<file path="config.mk">
export PLATFORM = sky130hd
export DESIGN_NAME = seg_scan_decoder
export DESIGN_NICKNAME = d
export VERILOG_FILES = /design/src/rtl/seg_scan_decoder.sv
export SDC_FILE = /design/constraint.sdc
export NUM_CORES = 1
export LEC_CHECK = 0
export CORE_MARGIN = 2
export CORE_UTILIZATION = 53
export CTS_CLUSTER_DIAMETER = 60
export CTS_CLUSTER_SIZE = 25
export DETAILED_ROUTE_END_ITERATION = 16
export PLACE_DENSITY_LB_ADDON = 0.12
export SYNTH_ARGS = -nofsm -noshare
export SYNTH_HDL_FRONTEND = slang
export SYNTH_SLANG_ARGS = --single-unit
</file>
<file path="constraint.sdc">
create_clock -name clk -period 3.4 [get_ports clk]
set_input_delay 0.51 -clock clk [delete_from_list [all_inputs] [get_ports clk]]
set_output_delay 0.51 -clock clk [all_outputs]
set_load 0.03 [all_outputs]
</file>
<file path="src/rtl/seg_scan_decoder.sv">
// Receiver for the multiplexed seven-segment bus: rebuilds per-digit hex values
// and decimal points from SEG_SEL/SEG_DATA once a pattern has been held stable.
module seg_scan_decoder #(
  parameter int unsigned STABLE_CNT = 4,
  parameter int unsigned NUM_DIG    = 5
) (
  input  logic                 clk,
  input  logic                 rst,
  input  logic [7:0]           SEG_DATA,
  input  logic [NUM_DIG-1:0]   SEG_SEL,
  output logic [4*NUM_DIG-1:0] digit_val,
  output logic [NUM_DIG-1:0]   digit_dp,
  output logic [NUM_DIG-1:0]   dig_valid,
  output logic [NUM_DIG-1:0]   dig_err,
  output logic                 upd,
  output logic [2:0]           upd_idx,
  output logic                 sel_err
);

  localparam int unsigned SAMP_W    = NUM_DIG + 8;
  localparam int unsigned VAL_W     = 4 * NUM_DIG;
  localparam int unsigned IDX_W     = 3;
  localparam int unsigned VAL_IDX_W = $clog2(VAL_W);
  localparam logic [3:0]  CNT_MAX   = 4'(STABLE_CNT);

  logic [SAMP_W-1:0]    r_s_q;
  logic [SAMP_W-1:0]    r_prev;
  logic [3:0]           r_cnt;
  logic [3:0]           w_cnt_nxt;
  logic [NUM_DIG-1:0]   w_sel;
  logic                 w_multi;
  logic                 w_commit;
  logic [IDX_W-1:0]     w_idx;
  logic                 r_cm_vld;
  logic [IDX_W-1:0]     r_cm_idx;
  logic [7:0]           r_cm_data;
  logic [3:0]           w_code;
  logic                 w_legal;
  logic                 w_blank;
  logic [3:0]           w_new_val;
  logic                 w_new_err;
  logic                 w_changed;
  logic [VAL_IDX_W-1:0] w_base;

  assign w_sel   = r_s_q[SAMP_W-1:8];
  assign w_multi = |(w_sel & (w_sel - NUM_DIG'(1)));

  // Stability counter: blank or multi-hot select restarts, a fresh pattern starts at 1
  always_comb begin
    w_cnt_nxt = 4'd1;
    if (w_sel == '0 || w_multi) begin
      w_cnt_nxt = 4'd0;
    end else if (r_s_q == r_prev) begin
      w_cnt_nxt = (r_cnt >= CNT_MAX) ? CNT_MAX : r_cnt + 4'd1;
    end
  end

  assign w_commit = (w_cnt_nxt == CNT_MAX) && (r_cnt != CNT_MAX);

  always_comb begin
    w_idx = '0;
    for (int i = 0; i < NUM_DIG; i++) begin
      if (w_sel[i]) w_idx = IDX_W'(i);
    end
  end

  // Sample register, stability counter and commit capture stage
  always_ff @(posedge clk) begin
    if (rst) begin
      r_s_q     <= '0;
      r_prev    <= '0;
      r_cnt     <= '0;
      r_cm_vld  <= 1'b0;
      r_cm_idx  <= '0;
      r_cm_data <= '0;
    end else begin
      r_s_q     <= {SEG_SEL, SEG_DATA};
      r_prev    <= r_s_q;
      r_cnt     <= w_cnt_nxt;
      r_cm_vld  <= w_commit;
      r_cm_idx  <= w_idx;
      r_cm_data <= r_s_q[7:0];
    end
  end

  always_comb begin
    w_code  = 4'h0;
    w_legal = 1'b1;
    w_blank = 1'b0;
    case (r_cm_data[6:0])
      7'h3F: w_code = 4'h0;
      7'h06: w_code = 4'h1;
      7'h5B: w_code = 4'h2;
      7'h4F: w_code = 4'h3;
      7'h66: w_code = 4'h4;
      7'h6D: w_code = 4'h5;
      7'h7D: w_code = 4'h6;
      7'h07: w_code = 4'h7;
      7'h7F: w_code = 4'h8;
      7'h6F: w_code = 4'h9;
      7'h77: w_code = 4'hA;
      7'h7C: w_code = 4'hB;
      7'h39: w_code = 4'hC;
      7'h5E: w_code = 4'hD;
      7'h79: w_code = 4'hE;
      7'h71: w_code = 4'hF;
      7'h00: begin
        w_legal = 1'b0;
        w_blank = 1'b1;
      end
      default: w_legal = 1'b0;
    endcase
  end

  assign w_new_val = w_legal ? w_code : 4'h0;
  assign w_new_err = !w_legal && !w_blank;
  assign w_base    = VAL_IDX_W'({r_cm_idx, 2'b00});
  assign w_changed = {w_new_val, r_cm_data[7], w_legal, w_new_err} !=
                     {digit_val[w_base +: 4], digit_dp[r_cm_idx],
                      dig_valid[r_cm_idx], dig_err[r_cm_idx]};

  // Digit storage; only the committed digit is written
  always_ff @(posedge clk) begin
    if (rst) begin
      digit_val <= '0;
      digit_dp  <= '0;
      dig_valid <= '0;
      dig_err   <= '0;
      upd       <= 1'b0;
      upd_idx   <= '0;
      sel_err   <= 1'b0;
    end else begin
      upd     <= 1'b0;
      sel_err <= w_multi;
      if (r_cm_vld) begin
        digit_val[w_base +: 4] <= w_new_val;
        digit_dp[r_cm_idx]     <= r_cm_data[7];
        dig_valid[r_cm_idx]    <= w_legal;
        dig_err[r_cm_idx]      <= w_new_err;
        upd                    <= w_changed;
        upd_idx                <= r_cm_idx;
      end
    end
  end

endmodule

</file>
==> flow_summary.rst <==
.. list-table::
   :header-rows: 1

   * - Metric
     - Value
   * - Tightest Pin Transition
     - 780 ps
   * - DR WL met3
     - 420 um
   * - Setup repair bufs after CTS
     - 0
   * - First-pass iteration count of the detailed router
     - 4
   * - Sequential power share
     - 0.494
   * - Total buffers and inverters traversed by the critical path
     - 0
   * - Pre-CTS WS
     - 698 ps
   * - Static leakage
     - 0.00151 uW
   * - Main flop type after synthesis
     - dfxtp_1
   * - CP startpoint kind
     - register
   * - Top fanout value on the critical path
     - 15
   * - DRC Markers
     - 0
   * - Synthesized Nets
     - 421
   * - Count of max-cap constraint violations
     - 0
   * - Endpoint arrival time on the critical path
     - 2970 ps
   * - Result of the run
     - finished, final reports clean
   * - Internal power contribution
     - 1380 uW
   * - Die ar.
     - 7220 um2
   * - Worst-case reg-to-reg path depth
     - 6
   * - Maximum achievable frequency
     - 364 MHz
   * - Number of register bits inferred by synthesis
     - 73
   * - Endpoint kind of the worst setup timing path
     - register
   * - Start point of the worst min-delay path
     - r_s_q[3]
   * - Worst Slack Setup Final
     - 652 ps
   * - Post-detailed-route count of antenna-violating nets
     - 0
   * - Data required time of the critical path
     - 3620 ps
   * - Asr flop ratio synth
     - 0
   * - Slowest CP cell
     - or4b_1
   * - Tightest Hold Check Type
     - reg2reg
   * - Share of total power in the clock network
     - 0.424
   * - Number of primary I/O pins
     - 55
   * - Worst hold path depth
     - 1
   * - Max incr delay on CP
     - 730 ps
   * - Total Routing Usage GR
     - 0.235
   * - Diode insertion count for antenna repair
     - 0
   * - Maximum number of pins on one net before global-route repair
     - 43
   * - Clk buf depth
     - 2
   * - Total CTS buffers
     - 9
   * - Worst VDD drop
     - 0.341 mV
   * - Relative slew margins
     - 0.476
   * - EDFF count, synth
     - 0
   * - Net count, final
     - 464
   * - Mean area per synthesized cell
     - 8.71 um2
   * - Met2 Wirelength
     - 4.03 mm
   * - Detailed-placement wirelength estimate
     - 5.81 mm
   * - Netlist area before placement
     - 3480 um2
   * - Period utilisation layout
     - 0.808
   * - Crit path cell chain
     - or4_2, o22ai_1, or4b_1, or3_1, a221oi_1, a311oi_1
   * - Number of standard-cell rows in the floorplan
     - 29
   * - Post-route setup TNS
     - 0 ps
   * - Worst-Skew Late Latency
     - 340 ps
   * - Reg2reg start
     - r_prev[5]
   * - Fraction of power spent switching nets
     - 0.243
   * - Routed vias
     - 3027
   * - Proportion of synthesized chip area in sequential cells
     - 0.420
   * - Capture instance of the worst register-to-register path
     - upd
   * - Tmin final
     - 2750 ps
   * - Clock net sink count
     - 73
   * - Setup slack, reg-to-reg
     - 650 ps
   * - Antenna violations before repair
     - 0
   * - Drt initial violations
     - 221
   * - Die Width
     - 85.0 um
   * - Vias per cell
     - 5.78
   * - Length of routed wiring on met1
     - 3.77 mm
   * - Detailed Route WL
     - 8.35 mm
   * - Yosys warns
     - 0
   * - Sink of the worst hold path
     - r_prev[3]
   * - Clock transition at the register clock pins on the worst setup and hold paths after CTS
     - 80 ps
   * - Hold violation count in the final report
     - 0
   * - Utilization of the core after routing
     - 0.670
   * - Initial core utilization
     - 0.548
   * - Root buf cell
     - clkbuf_8
   * - Distinct cell type count after synthesis
     - 49
   * - Switching power of the nets
     - 441 uW
   * - Top Layer Used
     - met4
   * - Layout cells sized above 1
     - 0.0805
   * - Routed wire length per instance
     - 15.9 um
   * - Wire length of the first global-routing pass
     - 13.6 mm
   * - Clock Skew
     - 8.48 ps
   * - Chip Height
     - 85.0 um
   * - Synthesized instance count
     - 399
   * - Type of the worst setup path
     - reg2reg
   * - Number of hold-repair buffers added at the cts stage
     - 0
   * - Slew Viols, Final
     - 0
   * - RSZ-0062 raised after global routing
     - false
   * - Vias in the first global route
     - 2830
   * - Count of buffers inserted at the top-level ports
     - 54
   * - Core area
     - 6350 um2
   * - Relative area change from synthesis to final layout
     - 22.4%
   * - GP Congestion
     - 0.879
   * - Finish-stage setup viols
     - 0
   * - Overflow after GRT
     - 0
   * - Number of levels the H-tree was split into
     - 3
   * - Total power density per cell area
     - 428 nW/um2
   * - Logic pwr share
     - 0.082
   * - Resized cells post-CTS
     - 0
   * - CP delay by family, top
     - simple AND/OR/NAND/NOR gates
   * - CTS tree
     - done
## per-layer routing
layer	up-vias	global-route usage
met4	0	0.0794
li1	1483	-
met2	89	0.386
met1	1443	0.310
met5	-	0
met3	12	0.0467
## sequential cells by signal, summed over array words and instances, names as in the netlist
| register | flops |
|---|---|
| dig_err | 5 |
| dig_valid | 5 |
| digit_dp | 5 |
| digit_val | 20 |
| r_cm_idx | 2 |
| r_cm_vld | 1 |
| r_cnt | 4 |
| r_prev | 13 |
| r_s_q | 13 |
| sel_err | 1 |
| upd | 1 |
| upd_idx | 3 |
## worst reg2reg max path, stage by stage, from the launching register on
cell and delay, ps:
dfxtp_1 640, or4_2 250, o22ai_1 110, or4b_1 730
or3_1 440, a221oi_1 320, a311oi_1 130
## metrics by stage
step | instances | cell area, um2 | total power [uW] | hold slack [ps]
floorplan | 399 | 3480 | 1020 | 446
global placement | 508 | 4030 | 1060 | 460
detailed placement | 508 | 4030 | 1070 | 470
CTS | 524 | 4260 | 1830 | 483
global route | 524 | 4260 | 1880 | 502
finish | 524 | 4260 | 1820 | 480
## power groups by stage
stage               combinational [uW]  clock, uW  sequential, uW
global placement                   144          0             917
global route                       165        809             902
CTS                                150        779             898
floorplan                          117          0             905
finish                             150        772             898
detailed placement                 147          0             918
## logic make-up (layout without fill, tap and decap cells)
family                   count (synthesis)  in the layout  synth area share
AND/OR/NAND/NOR                        160            160             0.243
XOR/XNOR                                19             19            0.0479
adder cells (fa/ha/maj)                  7              7            0.0252
buffers and inverters                   34             82            0.0417
multiplexers                            24             24            0.0716
AO/OA/AOI/OAI                           81             81             0.149
other                                    1              1           0.00108
flip-flops                              73             73             0.420
## cell usage after synthesis, types with 2 or more instances
master    instances  area share
dfxtp_1          73        0.42
nand2_1          27       0.029
a211oi_1          7       0.015
nand4_1           2      0.0036
inv_1             7      0.0076
nor2_1           48       0.052
nor4_1            5      0.0090
a22oi_1          13       0.028
o32a_1            3      0.0086
nand3b_1          5       0.011
nand3_1           5      0.0072
xor2_1            8       0.020
clkbuf_1         18       0.019
nor2b_1          28       0.050
or4_1             2      0.0043
o21ai_0          12       0.017
mux2_2            7       0.023
o22ai_1           6       0.011
or2_2             3      0.0054
mux2i_1          17       0.049
a21oi_1          27       0.039
ha_1              7       0.025
o22a_1            3      0.0076
nor4b_1           2      0.0050
or3_1             3      0.0054
buf_2             8       0.012
nand2b_1         12       0.022
nand4b_1          3      0.0076
xnor2_1          11       0.028
nor3_1            8       0.012
## how the worst max path moves through the flow
stage                     start             to  depth (start not counted)
global placement      r_prev[5]            upd                          6
CTS                   r_prev[5]            upd                          6
detailed placement    r_prev[5]            upd                          6
global route          r_prev[5]            upd                          6
floorplan           r_cm_idx[0]  digit_val[16]                         10
finish                r_prev[5]            upd                          6
## cell type report
type / count / area [um2]
Fill cell: 519 / 2090
Multi-Input combinational cell: 292 / 1870
Sequential cell: 73 / 1460
Timing Repair Buffer: 59 / 573
Clock buffer: 10 / 138
Tap cell: 77 / 96.3
Clock inverter: 6 / 90.1
Inverter: 7 / 26.3
## placed cells by master (no fill, tap or decap), drive strengths merged, types with 8 or more instances in the layout
cell,instances
xnor2,11
nand2b,12
o21ai,13
nor3,9
xor2,8
nand2,27
nor2b,28
clkdlybuf4s50,53
nor2,48
a22oi,13
mux2i,17
a21oi,27
clkbuf,10
dfxtp,73
inv,8
(Power assumes the default switching activity.)
